$ cat config.mk
export PLATFORM = sky130hd
export DESIGN_NAME = falling_edge_pulse_driver
export DESIGN_NICKNAME = d
export VERILOG_FILES = /design/src/rtl/falling_edge_pulse_driver.sv
export SDC_FILE = /design/constraint.sdc
export NUM_CORES = 1
export LEC_CHECK = 0
export ABC_AREA = 1
export ABC_CLOCK_PERIOD_IN_PS = 1400
export BUFFER_PORTS_ARGS = -buffer_cell sky130_fd_sc_hd__buf_2
export CORE_ASPECT_RATIO = 0.7
export CORE_MARGIN = 5
export CORE_UTILIZATION = 45
export CTS_CLUSTER_DIAMETER = 150
export DETAILED_ROUTE_END_ITERATION = 7
export PLACE_DENSITY = 0.67
export SLEW_MARGIN = 30
export SYNTH_ARGS = -nofsm -noshare
export SYNTH_HDL_FRONTEND = slang
export SYNTH_SLANG_ARGS = --single-unit
$ cat constraint.sdc
create_clock -name clk -period 1.4 [get_ports clk]
set_input_delay 0.14 -clock clk [delete_from_list [all_inputs] [get_ports clk]]
set_output_delay 0.14 -clock clk [all_outputs]
set_load 0.05 [all_outputs]
$ cat src/rtl/falling_edge_pulse_driver.sv
// Active-low event line driver: one clean LOW_CYCLES pulse per request, then a
// guaranteed RECOVER_CYCLES high time. Optional readback: FALLING_EDGE_DRIVER_READBACK_EN.
`timescale 1ns/1ps

module falling_edge_pulse_driver #(
   parameter int LOW_CYCLES       = 4,
   parameter int RECOVER_CYCLES   = 130,
   parameter int DROP_COUNT_WIDTH = 8
) (
   input  logic                        clk,
   input  logic                        rstN,
   input  logic                        trigger,
   input  logic                        clearStatus,
   input  logic                        lineIn,
   output logic                        outputActiveLow,
   output logic                        busy,
   output logic                        pending,
   output logic [DROP_COUNT_WIDTH-1:0] dropCount,
   output logic                        contention
);

   localparam int MAX_CYCLES = (LOW_CYCLES > RECOVER_CYCLES) ? LOW_CYCLES : RECOVER_CYCLES;
   localparam int CNT_W      = $clog2(MAX_CYCLES + 1);

   localparam logic [CNT_W-1:0] LOW_LOAD = CNT_W'(LOW_CYCLES - 1);
   localparam logic [CNT_W-1:0] REC_LOAD = CNT_W'(RECOVER_CYCLES - 1);

   typedef enum logic [1:0] {
      ST_IDLE    = 2'd0,
      ST_ASSERT  = 2'd1,
      ST_RECOVER = 2'd2
   } state_e;

   state_e                      state_q, state_d;
   logic [CNT_W-1:0]            cnt_q, cnt_d;
   logic                        pending_q, pending_d;
   logic                        line_q, line_d;
   logic                        busy_q, busy_d;
   logic [DROP_COUNT_WIDTH-1:0] drop_q, drop_d;
   logic                        drop_event;
   logic                        last_recover;

   // NOTE: every signal gets a default first so no path through the case infers a latch.
   always_comb begin
      state_d      = state_q;
      cnt_d        = cnt_q;
      pending_d    = pending_q;
      drop_event   = 1'b0;
      last_recover = (state_q == ST_RECOVER) && (cnt_q == '0);

      unique case (state_q)
         ST_IDLE: begin
            if (trigger) begin
               state_d = ST_ASSERT;
               cnt_d   = LOW_LOAD;
            end
         end
         ST_ASSERT: begin
            if (cnt_q == '0) begin
               state_d = ST_RECOVER;
               cnt_d   = REC_LOAD;
            end else begin
               cnt_d = cnt_q - 1'b1;
            end
         end
         ST_RECOVER: begin
            if (cnt_q == '0) begin
               if (pending_q || trigger) begin
                  state_d = ST_ASSERT;
                  cnt_d   = LOW_LOAD;
               end else begin
                  state_d = ST_IDLE;
               end
            end else begin
               cnt_d = cnt_q - 1'b1;
            end
         end
         default: begin
            state_d = ST_IDLE;
            cnt_d   = '0;
         end
      endcase

      // On the last recovery cycle a queued request is consumed; a coincident
      // trigger re-queues only if something was already waiting.
      if (last_recover) begin
         pending_d = pending_q & trigger;
      end else if ((state_q != ST_IDLE) && trigger) begin
         if (pending_q) begin
            drop_event = 1'b1;
         end else begin
            pending_d = 1'b1;
         end
      end

      if (state_d == ST_IDLE) begin
         pending_d = 1'b0;
      end

      line_d = (state_d != ST_ASSERT);
      busy_d = (state_d != ST_IDLE);

      if (clearStatus) begin
         drop_d = drop_event ? DROP_COUNT_WIDTH'(1) : '0;
      end else if (drop_event && (drop_q != '1)) begin
         drop_d = drop_q + DROP_COUNT_WIDTH'(1);
      end else begin
         drop_d = drop_q;
      end
   end

   // NOTE: state uses non-blocking assignments so every flop samples pre-edge values.
   always_ff @(posedge clk or negedge rstN) begin
      if (!rstN) begin
         state_q   <= ST_IDLE;
         cnt_q     <= '0;
         pending_q <= 1'b0;
         line_q    <= 1'b1;
         busy_q    <= 1'b0;
         drop_q    <= '0;
      end else begin
         state_q   <= state_d;
         cnt_q     <= cnt_d;
         pending_q <= pending_d;
         line_q    <= line_d;
         busy_q    <= busy_d;
         drop_q    <= drop_d;
      end
   end

   assign outputActiveLow = line_q;
   assign busy            = busy_q;
   assign pending         = pending_q;
   assign dropCount       = drop_q;

`ifdef FALLING_EDGE_DRIVER_READBACK_EN
   logic [1:0] sync_q, sync_d;
   logic       contention_q, contention_d;

   always_comb begin
      sync_d       = {sync_q[0], lineIn};
      contention_d = (clearStatus ? 1'b0 : contention_q)
                   | ((state_q == ST_IDLE) && !sync_q[1]);
   end

   // NOTE: synchronizer resets to the idle-high line level so release never flags contention.
   always_ff @(posedge clk or negedge rstN) begin
      if (!rstN) begin
         sync_q       <= 2'b11;
         contention_q <= 1'b0;
      end else begin
         sync_q       <= sync_d;
         contention_q <= contention_d;
      end
   end

   assign contention = contention_q;
`else
   logic unused_line_in;
   assign unused_line_in = lineIn;
   assign contention     = 1'b0;
`endif

endmodule
==> flow_metrics.tcl, run 1 <==
set metrics [dict create \
    dp_slack_ns -0.0432 \
    grt_max_degree 22 \
    first_iter_violations 100 \
    finalHoldViolCount 0 \
    gp_congestion 0.860 \
    slew_violations 0 \
    intPower_mw 0.855 \
    ys_warn_count 0 \
    dr_total_vias 1341 \
    synth_cell_types 32 \
    core_um2 3080 \
    synth_top_area_cell "dfrtp_1" \
    setup_viol 0 \
    drive_gt1_share_pct 36.1 \
    status "finished, final reports clean" \
    hold_path_class "input port to flop" \
    synthArstFlopShare_pct 100 \
    cp_max_fo 5 \
    cts_buffers 3 \
    dpl_cell_area_um2 1650 \
    combinationalPowerShare_pct 10.8 \
    cts_tree "built" \
    instances_no_fill 265 \
    rsz0062_at_grt "true" \
    finalCriticalPeriod_ns 1.40 \
    grt_usage_pct 15.0 \
    arrival_ns 1.60 \
    p_leak_nw 1.01 \
    antenna_found_initial 0 \
    fin_area_um2 1830 \
    grt_pass1_vias 1213 \
    max_freq_mhz 715 \
    synth_edf_count 0 \
    initial_core_util_pct 46.0 \
    port_buffers 14 \
    area_growth_syn_to_layout_pct 28.7 \
    yosysMostFrequentCell "nand2_1" \
    clkPwrFrac_pct 35.1 \
    antenna_cells 0 \
    cts_max_level 1 \
    ys_top_cells_by_count "nand2_1, inv_1, nand3_1, dfrtp_1, nor2_1" \
    crit_path_end_kind "flop" \
    vias_per_cell 5.06 \
    syn_area_per_cell_um2 7.51 \
    switching_share_pct 26.5 \
    netlist_area_um2 1420 \
    fin_crit_sh_pct 100 \
    synthTopCellsByArea "dfrtp_1, nand2_1, nand3_1" \
    die_area_um2 4400 \
    cts_root_buf "clkbuf_8" \
    layout.nets 236 \
    clockBufferDepth 2 \
    rows 17 \
    synth_ff_type "dfrtp_1" \
    whs_ns 0.215 \
    max-vdd-ir-drop_mv 0.521 \
    drv_cap 0 \
    wl_per_cell_um 12.9 \
    drtPass1Iterations 4 \
    power_density_nw_per_um2 636 \
    dp_cells 253 \
    synth_top_area_share_pct 35.2 \
    grt_pass1_wl_um 5490 \
    grt_overflow 0 \
    cp.required_ns 1.60 \
    ys_ff_latch 21 \
    worst_slack_ns 0.000428 \
    syn_nets 197 \
    syn_inst 189 \
    ys_seq_area_share_pct 37.1 \
    dieHeight_um 57 \
    seqPwrFrac_pct 54.2 \
    critical_path_class "flop to flop" \
    hpwl_um 2310 \
    clk_pin_slew_ns 0.08 \
    finClkSkew_ns 0.00190 \
    clk_latency_ns 0.26 \
    die_x_um 77.1 \
    drc 0 \
    num_io_pins 17 \
    wirelength_um 3410 \
    finalPower_mw 1.16 \
    ant_nets 0 \
    cp-start-kind "flop" \
    p_switching_mw 0.308 \
    clock_sinks 21 \
]
-- worst max-delay path: stages, from the launching register on --
cell and delay [ns]:
dfrtp_2 0.40, nor2_1 0.05, buf_4 0.15, nor3_4 0.27
nand3_4 0.16, or2_1 0.25, nand2_1 0.06
-- placed cells by master (no fill, tap or decap), drive strengths merged --
master,instances
a21oi,1
ha,3
buf,35
or2,1
o211ai,1
o21ai,9
dfstp,1
o2111ai,2
xnor2,2
inv,28
clkbuf,4
o22ai,1
nand4,6
nand3,25
nand2,58
nor2,24
xor2,2
nor3,2
conb,1
dfrtp,20
dlygate4sd3,1
-- path summary, 6_finish.rpt --
check | slack (ns) | cells past startpoint | startpoint | end
max | 0.0004 | 6 | state_q[1] | dropCount[1]
min in group asynchronous | 0.37 | 2 | rstN | cnt_q[0]
max reg2reg | 0.0004 | 6 | state_q[1] | dropCount[1]
max in group asynchronous | 0.66 | 2 | rstN | dropCount[3]
min | 0.22 | 4 | trigger | outputActiveLow
min reg2reg | 0.55 | 2 | dropCount[6] | dropCount[6]
-- per-stage QoR --
step	utilization [%]	setup TNS, ns
global placement	53.6	-0.0211
detailed placement	53.6	-0.230
CTS	55.6	0
floorplan	-	0
global route	59.3	-0.430
finish	59.3	0
-- power groups by stage --
| stage | Combinational (mW) | Sequential, mW | Clock [mW] |
|---|---|---|---|
| after global placement | 0.112 | 0.642 | 0 |
| after floorplan | 0.0501 | 0.670 | 0 |
| after global routing | 0.140 | 0.631 | 0.441 |
| final | 0.125 | 0.630 | 0.408 |
| after CTS | 0.119 | 0.630 | 0.426 |
| after detailed placement | 0.116 | 0.642 | 0 |
-- flip-flops by register name, indices dropped and copies added, names as in the netlist --
signal / count
outputActiveLow: 1
cnt_q: 8
busy: 1
pending: 1
dropCount: 8
state_q: 2
-- layout make-up --
type	instances	area (µm²)
clock buffer	4	45.0
multi-input combinational	138	843
fill	257	1260
tap	38	47.5
timing repair buffer	36	245
inverter	28	108
sequential	21	539
-- kinds of logic after synthesis --
| logic type | after synthesis | share of synthesized area (%) |
|---|---|---|
| AND/OR/NAND/NOR | 115 | 42.0 |
| buffers and inverters | 31 | 8.99 |
| flip-flops | 21 | 37.1 |
| AO/OA/AOI/OAI | 14 | 6.52 |
| XOR/XNOR | 4 | 2.47 |
| adder cells (fa/ha/maj) | 3 | 2.64 |
| other | 1 | 0.264 |
-- metal layers --
layer / vias up / track usage [%] / share of wire (%)
met4: 0 / 1.72 / 0.35
li1: 679 / - / -
met2: 30 / 24.7 / 46
met3: 2 / 3.79 / 5.5
met1: 630 / 20.8 / 48
met5: - / 0 / 0
-- timing repair --
| action | CTS | global route |
|---|---|---|
| setup buffers | 1 | 5 |
| hold buffers | 1 | 0 |
| gates cloned | 0 | 1 |
| endpoints found under the hold margin | 20 | 0 |
| pin swaps | 2 | 7 |
| gates resized for setup | 0 | 18 |
| setup endpoints to repair | 12 | 20 |
(Power assumes the default switching activity.)
==> run 2, diff against run 1 <==
ABC_AREA = 0   (was 1)
ABC_CLOCK_PERIOD_IN_PS = not set   (was 1400)
==> run 2 against run 1 <==
The run now ends with setup timing left. Critical path depth is the same. Global-route usage grew 7.6 points. Register-to-register slack lost 0.56 ns. Design area grew 14%. Die area shrank 7.6%. Cell count shrank 9.4%. Core utilization grew 15 points. Routed wire length grew 39%. Area after synthesis shrank 9.0%. Combinational power grew to 23 times the previous value. Largest power group is now combinational cells. Highest routed layer unchanged.
==> flow_metrics.tcl, run 2 <==
set metrics [dict create \
    worst_slack_ns -0.558 \
    clock_sinks 21 \
    cts_tree "built" \
    clk_latency_ns 0.27 \
    violations "setup timing" \
    p_leak_nw 0.898 \
    slowest_stage "dfrtp_1" \
    synthAdderAreaFrac_pct 2.90 \
    drtPass1Iterations 4 \
    area_growth_syn_to_layout_pct 60.9 \
    wl_met2_um 2170 \
    drv_cap 0 \
    synth_ff_type "dfrtp_1" \
    met3_length_um 368 \
    syn_inst 140 \
    ys_warn_count 0 \
    synthArstFlopShare_pct 100 \
    layout.nets 213 \
    drive_gt1_share_pct 55.9 \
    finalHoldViolCount 0 \
    synthTopCellsByArea "dfrtp_1, a21oi_1, o21ai_0" \
    netlist_area_um2 1290 \
    cp_max_fo 4 \
    synth_top_area_cell "dfrtp_1" \
    fillers 190 \
    crit_path_end_kind "flop" \
    grt_overflow 0 \
    ys_seq_area_share_pct 40.8 \
    wl_per_cell_um 19.7 \
    critical_path_class "flop to flop" \
    synth.area.mux_share_pct 2.52 \
    synth_xor_area_share_pct 0 \
    crit_family "simple AND/OR/NAND/NOR gates" \
    hold_path_class "input port to flop" \
    synth-simple-area-share_pct 25.2 \
    grt_usage_pct 22.6 \
    grt_pass1_vias 1410 \
    status "finished, violations left" \
    max_freq_mhz 511 \
    finClkSkew_ns 0.00455 \
    finalPower_mw 4.29 \
    cts_max_level 1 \
    dr_total_vias 1488 \
    core_um2 2780 \
    wirelength_um 4740 \
    die_x_um 74.1 \
    wl_met1_um 1950 \
    gp_congestion 0.851 \
    slew_violations 0 \
    fin_crit_sh_pct 140 \
    multiInputGateArea_um2 936 \
    crit_buf_inv 1 \
    hpwl_um 2840 \
    regArea_um2 534 \
    cts_buffers 3 \
    cp-start-kind "flop" \
    antenna_found_initial 0 \
    clockBufferDepth 2 \
    rows 16 \
    clk_pin_slew_ns 0.08 \
    cp.required_ns 1.55 \
    antenna_cells 0 \
    ys_top_cells_by_count "dfrtp_1, a21oi_1, o21ai_0, nand2_1, nor2_1" \
    first_iter_violations 171 \
    ant_nets 0 \
    worst_slew_pin_slew_ns 0.501 \
    top_layer "met4" \
    rsz0062_at_grt "true" \
    syn_nets 148 \
    ys_ff_latch 21 \
    crit_path_cell_trace "inv_2 > ha_4 > or3b_4 > o31ai_4 > nor4_2 > mux2_1" \
    setup_viol 21 \
    port_buffers 14 \
    layout_common_cells "buf_4, dfrtp_1, buf_2, buf_6" \
    num_io_pins 17 \
    synth_edf_count 0 \
    syn_area_per_cell_um2 9.23 \
    max-vdd-ir-drop_mv 1.18 \
    arrival_ns 2.11 \
    synth_top_family_by_area "simple AND/OR/NAND/NOR gates" \
    dieHeight_um 54.8 \
    synth_top_area_share_pct 38.7 \
    vias_per_cell 6.20 \
    synth-compound-area-share_pct 24.0 \
    max_slew_margin_pct 66.6 \
    synth_cell_types 46 \
    setup-tns-final_ns -9.18 \
    yosysMostFrequentCell "dfrtp_1" \
    die_area_um2 4060 \
    power_density_nw_per_um2 2060 \
    initial_core_util_pct 46.4 \
    grt_pass1_wl_um 6790 \
    cts_root_buf "clkbuf_8" \
    slowest_delay_ns 0.41 \
    grt_max_degree 22 \
    final_common_cell "buf_4" \
    drc 0 \
    finalCriticalPeriod_ns 1.96 \
]
==> run 2: cell count changes after synthesis, sizes merged, moves of 4 or more <==
| cell | previous run | this run |
|---|---|---|
| nand2 | 58 | 9 |
| nor2b | 0 | 4 |
| nand3 | 24 | 4 |
| nor2 | 24 | 9 |
| o31ai | 0 | 5 |
| or3 | 0 | 4 |
| inv | 28 | 6 |
| or4 | 0 | 7 |
| a21oi | 1 | 11 |
| nand4 | 6 | 2 |
==> run 2: cells by family after synthesis <==
logic type | count (synthesis)
compound gates | 44
fa+ha+maj | 3
buf+inv | 12
flops | 21
mux | 3
other cells | 1
simple gates | 56
==> run 2: worst paths after layout <==
path | startpoint | slack, ns | to | depth (start not counted)
worst max-delay path | cnt_q[0] | -0.56 | dropCount[5] | 6
worst min-delay path | clearStatus | 0.13 | dropCount[2] | 2
worst max register to register | cnt_q[0] | -0.56 | dropCount[5] | 6
worst min register to register | dropCount[4] | 0.66 | dropCount[4] | 3
max in group asynchronous | rstN | 0.65 | pending | 2
min in group asynchronous | rstN | 0.37 | dropCount[3] | 2
==> run 2: layer usage <==
layer,up-vias,GRT usage [%]
li1,661,-
met1,710,28.9
met2,92,37.8
met3,25,5.50
met4,0,7.83
met5,-,0
==> run 2: report_power, final <==
group          internal [mW]  switching, mW  leakage, nW  total [mW]
combinational           1.35           1.53        0.622        2.88
sequential             0.817          0.178        0.253       0.994
clock                  0.203          0.210       0.0228       0.414
==> run 2: stage by stage <==
step                instance area (µm²)  std cells  hold slack, ns  setup slack (ns)  utilization, %
global route                       2080        240           0.137            -0.643            74.7
finish                             2080        240           0.132            -0.558            74.7
global placement                   1760        224           0.121            -0.475            63.3
floorplan                          1380        140          -0.156            -0.458               -
detailed placement                 1760        224           0.132            -0.497            63.3
CTS                                1970        237           0.124            -0.481            70.8
==> run 2: area by class of cell <==
class,instances,share of cell area [%]
Multi-Input combinational cell,107,45.0
Sequential cell,21,25.7
Timing Repair Buffer,66,23.9
Clock buffer,4,2.17
Tap cell,36,2.17
Inverter,6,1.08
==> run 2: timing repair <==
action | in CTS | in global routing
buffers inserted | 8 | 2
endpoints found under the setup margin | 21 | 21
pin swaps | 10 | 16
hold endpoints to repair | 20 | 0
gates cloned | 0 | 1
resized for setup | 23 | 20
hold buffers | 1 | 0
==> run 3, diff against run 2 <==
CAP_MARGIN = 20   (was not set)
PLACE_DENSITY = 0.79   (was 0.67)
==> run 3 against run 2 <==
The flow still finishes with violations (setup timing). Worst hold slack improved by 0.010 ns. Worst setup slack got worse by 0.071 ns. Design area rose by 4.7%. Total power rose by 4.4%. Via count rose by 5.7%. Count of clock-buffer cells in the layout did not move. Register-to-register slack got worse by 0.07 ns. Clock power fell by 5.1%. Combinational power rose by 7.3%. Critical endpoint is now cnt_q[7]. Largest power group unchanged. Highest routed layer unchanged.
==> flow_metrics.tcl, run 3 (synthesized netlist as in run 2, its figures left out) <==
set metrics [dict create \
    fin_area_um2 2180 \
    crit_path_end_kind "flop" \
    drc 0 \
    dpl_cell_area_um2 1780 \
    worst_slack_ns -0.628 \
    max_slew_margin_pct 65.4 \
    status "finished, violations left" \
    finClkSkew_ns 0.00186 \
    dieHeight_um 54.8 \
    max-vdd-ir-drop_mv 1.63 \
    cp.required_ns 1.52 \
    worst_slew_pin_slew_ns 0.517 \
    setup_viol 21 \
    cts_max_level 1 \
    cp_max_fo 4 \
    clk_latency_ns 0.26 \
    dr_total_vias 1573 \
    die_x_um 74.1 \
    antenna_found_initial 0 \
    crit_path_cell_trace "buf_6 > or4_4 > o41a_1 > o21ai_0 > o21ai_1" \
    crit_family "compound AO/OA/AOI/OAI gates" \
    violations "setup timing" \
    cts_buffers 3 \
    drv_cap 0 \
    cp-start-kind "flop" \
    p_leak_nw 0.926 \
    dp_slack_ns -0.533 \
    layout_common_cells "buf_4, dfrtp_1, buf_2, buf_6" \
    initial_core_util_pct 46.4 \
    gp_congestion 0.859 \
    slew_violations 0 \
    area_growth_syn_to_layout_pct 68.4 \
    rows 16 \
    port_buffers 14 \
    critical_path_class "flop to flop" \
    r2r_setup_slack_ns -0.63 \
    grt_overflow 0 \
    drtPass1Iterations 5 \
    fin_crit_sh_pct 145 \
    slowest_stage "or4_4" \
    ant_nets 0 \
    wl_per_cell_um 21.5 \
    hpwl_um 2660 \
    final_core_util_pct 78.2 \
    clockBufferDepth 2 \
    rsz0062_at_grt "true" \
    clk_pin_slew_ns 0.07 \
    arrival_ns 2.15 \
    power_density_nw_per_um2 2060 \
    clock_sinks 21 \
    finalCriticalPeriod_ns 2.03 \
    grt_max_degree 22 \
    core_um2 2780 \
    die_area_um2 4060 \
    max_freq_mhz 493 \
    vias_per_cell 6.47 \
    grt_usage_pct 23.3 \
    finalPower_mw 4.48 \
    grt_pass1_wl_um 7080 \
    hold_path_class "input port to flop" \
    drive_gt1_share_pct 60.4 \
    wirelength_um 5220 \
    cts_root_buf "clkbuf_8" \
    cts_tree "built" \
    crit_buf_inv 1 \
    antenna_cells 0 \
    layout.nets 216 \
    first_iter_violations 217 \
    slowest_delay_ns 0.55 \
    grt_pass1_vias 1428 \
    final_common_cell "buf_4" \
    num_io_pins 17 \
    finalHoldViolCount 0 \
]
## run 3: path summary, 6_finish.rpt
kind	to	cells past startpoint	startpoint
max	cnt_q[7]	5	cnt_q[2]
min	dropCount[4]	2	clearStatus
max reg2reg	cnt_q[7]	5	cnt_q[2]
min reg2reg	dropCount[7]	2	dropCount[7]
max in group asynchronous	dropCount[4]	2	rstN
min in group asynchronous	dropCount[7]	2	rstN
## run 3: routing by layer
metal / global-route usage, % / wire length [µm] / part of all wire, %
met1: 31.4 / 2050 / 39
met2: 37.5 / 2370 / 45
met3: 4.95 / 559 / 11
met4: 7.83 / 236 / 4.5
met5: 0 / 0 / 0
## run 3: what timing repair did
item                                   CTS  global route
setup endpoints to repair               21            21
resized for setup                       30            26
pin swaps                               18             9
hold buffers                             1             0
buffers inserted                         8             8
endpoints found under the hold margin   20             0
## run 3: layout make-up
type                            instances  area, µm²
Clock buffer                            4       45.0
Fill cell                             143        606
Inverter                                6       22.5
Multi-Input combinational cell        107        987
Sequential cell                        21        534
Tap cell                               36       45.0
Timing Repair Buffer                   69        543
## run 3: metrics by stage
stage / instances / setup TNS, ns / hold WS (ns)
after floorplan: 140 / -5.16 / -0.156
after global placement: 225 / -7.97 / 0.115
after detailed placement: 225 / -9.37 / 0.126
after CTS: 237 / -7.73 / 0.125
after global routing: 243 / -9.99 / 0.152
final: 243 / -9.06 / 0.143
## run 3: where the power goes
part	internal, mW	leakage [nW]	switching, mW
Clock	0.203	0.0228	0.190
Sequential	0.817	0.253	0.182
Combinational	1.48	0.650	1.61
Total	2.50	0.926	1.98
